`src/rtl/rgb2ycbcr_cfg.sv`:
```
// rgb2ycbcr_cfg: converts RGB pixels to YCbCr with a frame-synchronous choice of
// standard (BT.601 / BT.709) and range (full / limited).
// The pipeline has four stages: expand+multiply, sum+round+clamp, range scale,
// and offset+output.
// The ce input advances the whole pipeline, and the sync signals travel alongside
// the pixel data.
// Legal input widths are 4..8 bits per channel.
module rgb2ycbcr_cfg #(
  parameter int R_W = 5,
  parameter int G_W = 6,
  parameter int B_W = 5
) (
  input  logic           clk,
  input  logic           rst_n,
  input  logic           ce,
  input  logic           pre_frame_vsync,
  input  logic           pre_frame_hsync,
  input  logic           pre_frame_de,
  input  logic [R_W-1:0] img_red,
  input  logic [G_W-1:0] img_green,
  input  logic [B_W-1:0] img_blue,
  input  logic           std_sel,
  input  logic           range_sel,
  output logic           post_frame_vsync,
  output logic           post_frame_hsync,
  output logic           post_frame_de,
  output logic [7:0]     img_y,
  output logic [7:0]     img_cb,
  output logic [7:0]     img_cr,
  output logic           std_act,
  output logic           range_act
);

  // Q8 coefficients. Rows are Y, Cb, Cr and columns are R, G, B.
  localparam logic signed [8:0] C601_YR =  9'sd77,  C601_YG =  9'sd150, C601_YB =  9'sd29;
  localparam logic signed [8:0] C601_BR = -9'sd43,  C601_BG = -9'sd85,  C601_BB =  9'sd128;
  localparam logic signed [8:0] C601_RR =  9'sd128, C601_RG = -9'sd107, C601_RB = -9'sd21;
  localparam logic signed [8:0] C709_YR =  9'sd54,  C709_YG =  9'sd183, C709_YB =  9'sd19;
  localparam logic signed [8:0] C709_BR = -9'sd29,  C709_BG = -9'sd99,  C709_BB =  9'sd128;
  localparam logic signed [8:0] C709_RR =  9'sd128, C709_RG = -9'sd116, C709_RB = -9'sd12;

  // Stage 1 holds the signed partial products.
  // sync is {vsync, hsync, de}, and rng is the range mode that travels with the pixel.
  typedef struct packed {
    logic [2:0]  sync;
    logic        rng;
    logic [17:0] yr, yg, yb;
    logic [17:0] br, bg, bb;
    logic [17:0] rr, rg, rb;
  } s1_t;

  // Stage 2 holds full-range values that are already clamped to 0..255.
  typedef struct packed {
    logic [2:0] sync;
    logic       rng;
    logic [7:0] yf, cbf, crf;
  } s2_t;

  // Stage 3 holds range-scaled values before the offset is added.
  // Chroma is stored as 9-bit two's complement.
  typedef struct packed {
    logic [2:0] sync;
    logic       rng;
    logic [7:0] ys;
    logic [8:0] cbs, crs;
  } s3_t;

  // Stage 4 is the output register.
  typedef struct packed {
    logic [2:0] sync;
    logic [7:0] y, cb, cr;
  } s4_t;

  s1_t  s1_d, s1_q;
  s2_t  s2_d, s2_q;
  s3_t  s3_d, s3_q;
  s4_t  s4_d, s4_q;
  logic vs_prev_d, vs_prev_q;
  logic std_act_d, std_act_q;
  logic range_act_d, range_act_q;
  logic mode_load, std_cur, rng_cur;
  logic [7:0] r8, g8, b8;

  // Widen each channel to 8 bits by repeating its top bits into the vacated LSBs.
  if (R_W == 8) begin : g_r_pass
    assign r8 = img_red;
  end else begin : g_r_exp
    assign r8 = {img_red, img_red[R_W-1 -: 8-R_W]};
  end
  if (G_W == 8) begin : g_g_pass
    assign g8 = img_green;
  end else begin : g_g_exp
    assign g8 = {img_green, img_green[G_W-1 -: 8-G_W]};
  end
  if (B_W == 8) begin : g_b_pass
    assign b8 = img_blue;
  end else begin : g_b_exp
    assign b8 = {img_blue, img_blue[B_W-1 -: 8-B_W]};
  end

  // Unsigned 8-bit sample times a signed Q8 coefficient gives an 18-bit signed product.
  function automatic logic [17:0] mul(input logic [7:0] x, input logic signed [8:0] c);
    logic signed [17:0] p;
    p = $signed({1'b0, x}) * c;
    return p;
  endfunction

  function automatic logic signed [19:0] sx(input logic [17:0] p);
    return {{2{p[17]}}, p};
  endfunction

  // Add the three products and the bias, shift out the Q8 fraction, then saturate.
  function automatic logic [7:0] round_clamp(input logic [17:0] a, b, c,
                                             input logic signed [19:0] bias);
    logic signed [19:0] s;
    s = (sx(a) + sx(b) + sx(c) + bias) >>> 8;
    if (s < 20'sd0)        return 8'd0;
    else if (s > 20'sd255) return 8'd255;
    else                   return s[7:0];
  endfunction

  // Scale luma into 0..219; the +16 offset is added in the last stage.
  function automatic logic [7:0] scale_y(input logic [7:0] yf);
    logic [16:0] t;
    t = {9'd0, yf} * 17'd220 + 17'd128;
    return 8'(t >> 8);
  endfunction

  // Centre chroma on zero, scale it into -112..112, then round with an arithmetic shift.
  function automatic logic [8:0] scale_c(input logic [7:0] cf);
    logic signed [17:0] t;
    t = ($signed({10'd0, cf}) - 18'sd128) * 18'sd225 + 18'sd128;
    return 9'(t >>> 8);
  endfunction

  // Mode capture: load only on a ce-qualified rising edge of vsync.
  // The newly loaded mode already applies to the sample that carries the edge.
  always_comb begin
    // NOTE: every combinational output gets a default first so that no path leaves it unassigned, which would infer a latch.
    vs_prev_d   = vs_prev_q;
    std_act_d   = std_act_q;
    range_act_d = range_act_q;
    mode_load   = ce & pre_frame_vsync & ~vs_prev_q;
    std_cur     = mode_load ? std_sel   : std_act_q;
    rng_cur     = mode_load ? range_sel : range_act_q;
    if (ce) begin
      vs_prev_d   = pre_frame_vsync;
      std_act_d   = std_cur;
      range_act_d = rng_cur;
    end
  end

  // S1: expand, then multiply by the coefficients of the active standard.
  always_comb begin
    s1_d = s1_q;
    if (ce) begin
      s1_d.sync = {pre_frame_vsync, pre_frame_hsync, pre_frame_de};
      s1_d.rng  = rng_cur;
      s1_d.yr   = mul(r8, std_cur ? C709_YR : C601_YR);
      s1_d.yg   = mul(g8, std_cur ? C709_YG : C601_YG);
      s1_d.yb   = mul(b8, std_cur ? C709_YB : C601_YB);
      s1_d.br   = mul(r8, std_cur ? C709_BR : C601_BR);
      s1_d.bg   = mul(g8, std_cur ? C709_BG : C601_BG);
      s1_d.bb   = mul(b8, std_cur ? C709_BB : C601_BB);
      s1_d.rr   = mul(r8, std_cur ? C709_RR : C601_RR);
      s1_d.rg   = mul(g8, std_cur ? C709_RG : C601_RG);
      s1_d.rb   = mul(b8, std_cur ? C709_RB : C601_RB);
    end
  end

  // S2: sum, round and clamp to full-range 8-bit values; chroma is biased to 128.
  always_comb begin
    s2_d = s2_q;
    if (ce) begin
      s2_d.sync = s1_q.sync;
      s2_d.rng  = s1_q.rng;
      s2_d.yf   = round_clamp(s1_q.yr, s1_q.yg, s1_q.yb, 20'sd128);
      s2_d.cbf  = round_clamp(s1_q.br, s1_q.bg, s1_q.bb, 20'sd32896);
      s2_d.crf  = round_clamp(s1_q.rr, s1_q.rg, s1_q.rb, 20'sd32896);
    end
  end

  // S3: apply limited-range scaling, or pass full-range values straight through.
  always_comb begin
    s3_d = s3_q;
    if (ce) begin
      s3_d.sync = s2_q.sync;
      s3_d.rng  = s2_q.rng;
      if (s2_q.rng) begin
        s3_d.ys  = scale_y(s2_q.yf);
        s3_d.cbs = scale_c(s2_q.cbf);
        s3_d.crs = scale_c(s2_q.crf);
      end else begin
        s3_d.ys  = s2_q.yf;
        s3_d.cbs = {1'b0, s2_q.cbf};
        s3_d.crs = {1'b0, s2_q.crf};
      end
    end
  end

  // S4: add the limited-range offsets and force the pixel to zero during blanking.
  always_comb begin
    s4_d = s4_q;
    if (ce) begin
      s4_d.sync = s3_q.sync;
      s4_d.y    = 8'd0;
      s4_d.cb   = 8'd0;
      s4_d.cr   = 8'd0;
      if (s3_q.sync[0]) begin
        s4_d.y  = s3_q.rng ? s3_q.ys + 8'd16 : s3_q.ys;
        s4_d.cb = s3_q.rng ? 8'(s3_q.cbs + 9'd128) : s3_q.cbs[7:0];
        s4_d.cr = s3_q.rng ? 8'(s3_q.crs + 9'd128) : s3_q.crs[7:0];
      end
    end
  end

  // State registers: asynchronous reset clears the pipeline, the sync delays and the modes.
  always_ff @(posedge clk or negedge rst_n) begin
    if (!rst_n) begin
      s1_q        <= '0;
      s2_q        <= '0;
      s3_q        <= '0;
      s4_q        <= '0;
      vs_prev_q   <= 1'b0;
      std_act_q   <= 1'b0;
      range_act_q <= 1'b0;
    end else begin
      // NOTE: non-blocking assignments let every stage sample the previous stage's old value on the same edge.
      s1_q        <= s1_d;
      s2_q        <= s2_d;
      s3_q        <= s3_d;
      s4_q        <= s4_d;
      vs_prev_q   <= vs_prev_d;
      std_act_q   <= std_act_d;
      range_act_q <= range_act_d;
    end
  end

  assign post_frame_vsync = s4_q.sync[2];
  assign post_frame_hsync = s4_q.sync[1];
  assign post_frame_de    = s4_q.sync[0];
  assign img_y            = s4_q.y;
  assign img_cb           = s4_q.cb;
  assign img_cr           = s4_q.cr;
  assign std_act          = std_act_q;
  assign range_act        = range_act_q;

endmodule

```
`config.mk`:
```
export PLATFORM = sky130hd
export DESIGN_NAME = rgb2ycbcr_cfg
export DESIGN_NICKNAME = d
export VERILOG_FILES = /design/src/rtl/rgb2ycbcr_cfg.sv
export SDC_FILE = /design/constraint.sdc
export NUM_CORES = 1
export LEC_CHECK = 0
export CORE_ASPECT_RATIO = 1.1
export CORE_MARGIN = 2
export CORE_UTILIZATION = 58
export CTS_BUF_LIST = sky130_fd_sc_hd__clkbuf_16
export DETAILED_ROUTE_END_ITERATION = 12
export GPL_ROUTABILITY_DRIVEN = 0
export PLACE_DENSITY = 0.84
export SLEW_MARGIN = 20
export SYNTH_ARGS = -nofsm -noshare
export SYNTH_HDL_FRONTEND = slang
export SYNTH_SLANG_ARGS = --single-unit
export TNS_END_PERCENT = 100
```
`constraint.sdc`:
```
create_clock -name clk -period 6.5 [get_ports clk]
set_input_delay 1.3 -clock clk [delete_from_list [all_inputs] [get_ports clk]]
set_output_delay 1.3 -clock clk [all_outputs]
set_load 0.01 [all_outputs]
```
==> impl_metrics.tcl <==
set metrics [dict create \
    hold_class "reg2reg" \
    syn_avg_cell_area_um2 9.56 \
    io_buffers 52 \
    antenna_cells 0 \
    yosysWarnings 0 \
    drive_gt1_share_pct 8.68 \
    htreeDepth 1 \
    crit_fanout 9 \
    max_freq_mhz 161 \
    die_w_um 197 \
    required_ps 6960 \
    worstSetupStartpoint "pre_frame_vsync" \
    path_class "in2reg" \
    setup_viol 0 \
    synth_area_um2 23700 \
    grt_usage_pct 27.0 \
    vias 17847 \
    vias_per_cell 5.66 \
    synth_cell_types 73 \
    synth_edf_count 0 \
    grt_max_degree 216 \
    first_pass_iters 8 \
    synth_largest_area_cell "ha_1" \
    fin_skew_ps 26.9 \
    cp.arrival_ps 6670 \
    seq_area_frac_synth_pct 21.7 \
    ys_ff_latch 205 \
    cts_tree "yes" \
    worst_r2r_path_depth 23 \
    endpoint "s1_q[88]" \
    cts_buffer_depth 3 \
    grt_pass1_wl_mm 92.8 \
    grt_remaining_overflow 0 \
    worstMarginPinSlew_ps 951 \
    core_um2 40300 \
    synth_area_leaders "ha_1 25%, dfrtp_1 22%, fa_1 17%" \
    die_h_um 216 \
    max_cap_viol_count 0 \
    synthTopCellsByCount "573 x inv_1, 465 x ha_1, 205 x dfrtp_1" \
    wire_per_inst_um 17.5 \
    finalCriticalPeriod_ps 6210 \
    critPathCaptureType "flop" \
    nFillCells 2958 \
    syn-instance-count 2478 \
    drt_iter0_drc 1027 \
    r2r_end "s1_q[88]" \
    routed_wirelength_mm 55.1 \
    hpwl_mm 44.5 \
    cp-start-kind "input port" \
    grt_pass1_vias 19565 \
    hold_viol 0 \
    synthArstFlopShare_pct 100 \
    cts_buffers 24 \
    r2r_slack_ps 1090 \
    hold_slack_ps 480 \
    die_area_um2 42500 \
    status "finished clean" \
    yosysMostFrequentCell "inv_1" \
    num_rows 77 \
    final_max_slew_viol_count 0 \
    slew_headroom_pct 36.6 \
    layout-area-overhead-vs-synth_pct 11.1 \
    insertion_delay_ps 550 \
    ys.flop_type "dfrtp_1" \
    ctsHoldBuffers 0 \
    ioPinCount 53 \
    cts.clk_slew.worst_paths_ps 60 \
    initial_core_util_pct 58.8 \
    r2r-start "s1_q[165]" \
    cts_root_buf "clkbuf_16" \
    antenna_found_initial 0 \
    drc 0 \
    fin_util_pct 65.4 \
    antenna_left 0 \
    cts.sinks 205 \
    nNetsFinal 3316 \
    period_share_pct 95.5 \
    yosys.area.top_type_share_pct 24.6 \
]
[cell usage in the layout, fill, tap and decap left out, drive strengths merged, types with 14 or more instances in the layout]
cell	instances
nor2	100
clkbuf	26
a21o	37
dfrtp	205
ha	465
mux2i	24
or3	22
nand2	110
buf	115
clkdlybuf4s50	50
inv	580
xnor2	87
mux2	55
xor2	42
o21bai	20
conb	14
o21ai	122
nor3	24
nand3	35
fa	204
a21oi	94
[how the worst min path moves through the flow]
stage | start | to | slack [ps] | cells past startpoint
final | s3_q[19] | s3_q[19] | 480 | 1
after global routing | s3_q[19] | s3_q[19] | 490 | 1
after CTS | s3_q[19] | s3_q[19] | 480 | 1
after detailed placement | s3_q[19] | s3_q[19] | 470 | 1
after global placement | s3_q[19] | s3_q[19] | 460 | 1
after floorplan | s1_q[18] | s1_q[18] | 440 | 2
[per-layer routing]
metal / part of all wire (%) / up-vias / track usage (%)
li1: - / 8365 / -
met1: 39 / 8736 / 31.6
met2: 50 / 545 / 47.9
met3: 5.2 / 201 / 3.81
met4: 5.5 / 0 / 14.2
met5: 0 / - / 0
[cell families after synthesis]
kind of cell	Yosys count	synth area share (%)
simple gates	370	7.45
buf+inv	634	10.1
flops	205	21.7
fa+ha+maj	669	41.8
xor+xnor	129	4.77
other cells	2	0.0317
compound gates	390	10.6
mux	79	3.63
[stage by stage]
| stage | setup slack (ps) | std cells | setup TNS (ps) | cell area (um^2) |
|---|---|---|---|---|
| 6_report | 291 | 3152 | 0 | 26300 |
| 5_1_grt | -49.1 | 3152 | -57.7 | 26300 |
| 4_1_cts | 70.1 | 3152 | 0 | 26300 |
| 3_5_place_dp | -497 | 3110 | -3630 | 25600 |
| 3_3_place_gp | -234 | 3110 | -718 | 25600 |
| 2_1_floorplan | 137 | 2490 | 0 | 23700 |
[repair_timing]
item / in CTS / in global routing
buffers inserted: 0 / 0
gates resized for setup: 0 / 10
setup endpoints to repair: 0 / 6
[worst max-delay path: stages]
cell	delay (ps)
clkdlybuf4s50_1	490
nand3b_1	160
mux2i_2	230
inv_1	110
buf_4	190
nor2_1	140
ha_1	270
fa_1	470
ha_1	290
inv_1	50
fa_1	470
inv_1	70
ha_1	180
inv_1	60
fa_1	390
nor2b_1	120
o21ai_0	110
a21boi_1	200
o21ai_1	110
a21boi_2	220
o2111a_1	240
nor3_1	80
or4_1	570
o211ai_1	130
[area by class of cell]
class	count	area, um^2	share of cell area [%]
tap	513	642	2.44
sequential	205	5130	19.5
inverter	575	2160	8.20
timing repair buffer	166	1410	5.37
multi-input combinational	1651	16200	61.7
clock inverter	17	110	0.418
clock buffer	25	626	2.38
[sequential cells by signal, summed over array words and instances, names as in the netlist]
register          cells
img_cb                8
img_cr                8
img_y                 8
post_frame_de         1
post_frame_hsync      1
post_frame_vsync      1
range_act             1
s1_q                120
s2_q                 28
s3_q                 28
std_act               1
Power is not shown: default switching activity piles up to over one toggle a cycle in this logic, so the estimate is an artifact.
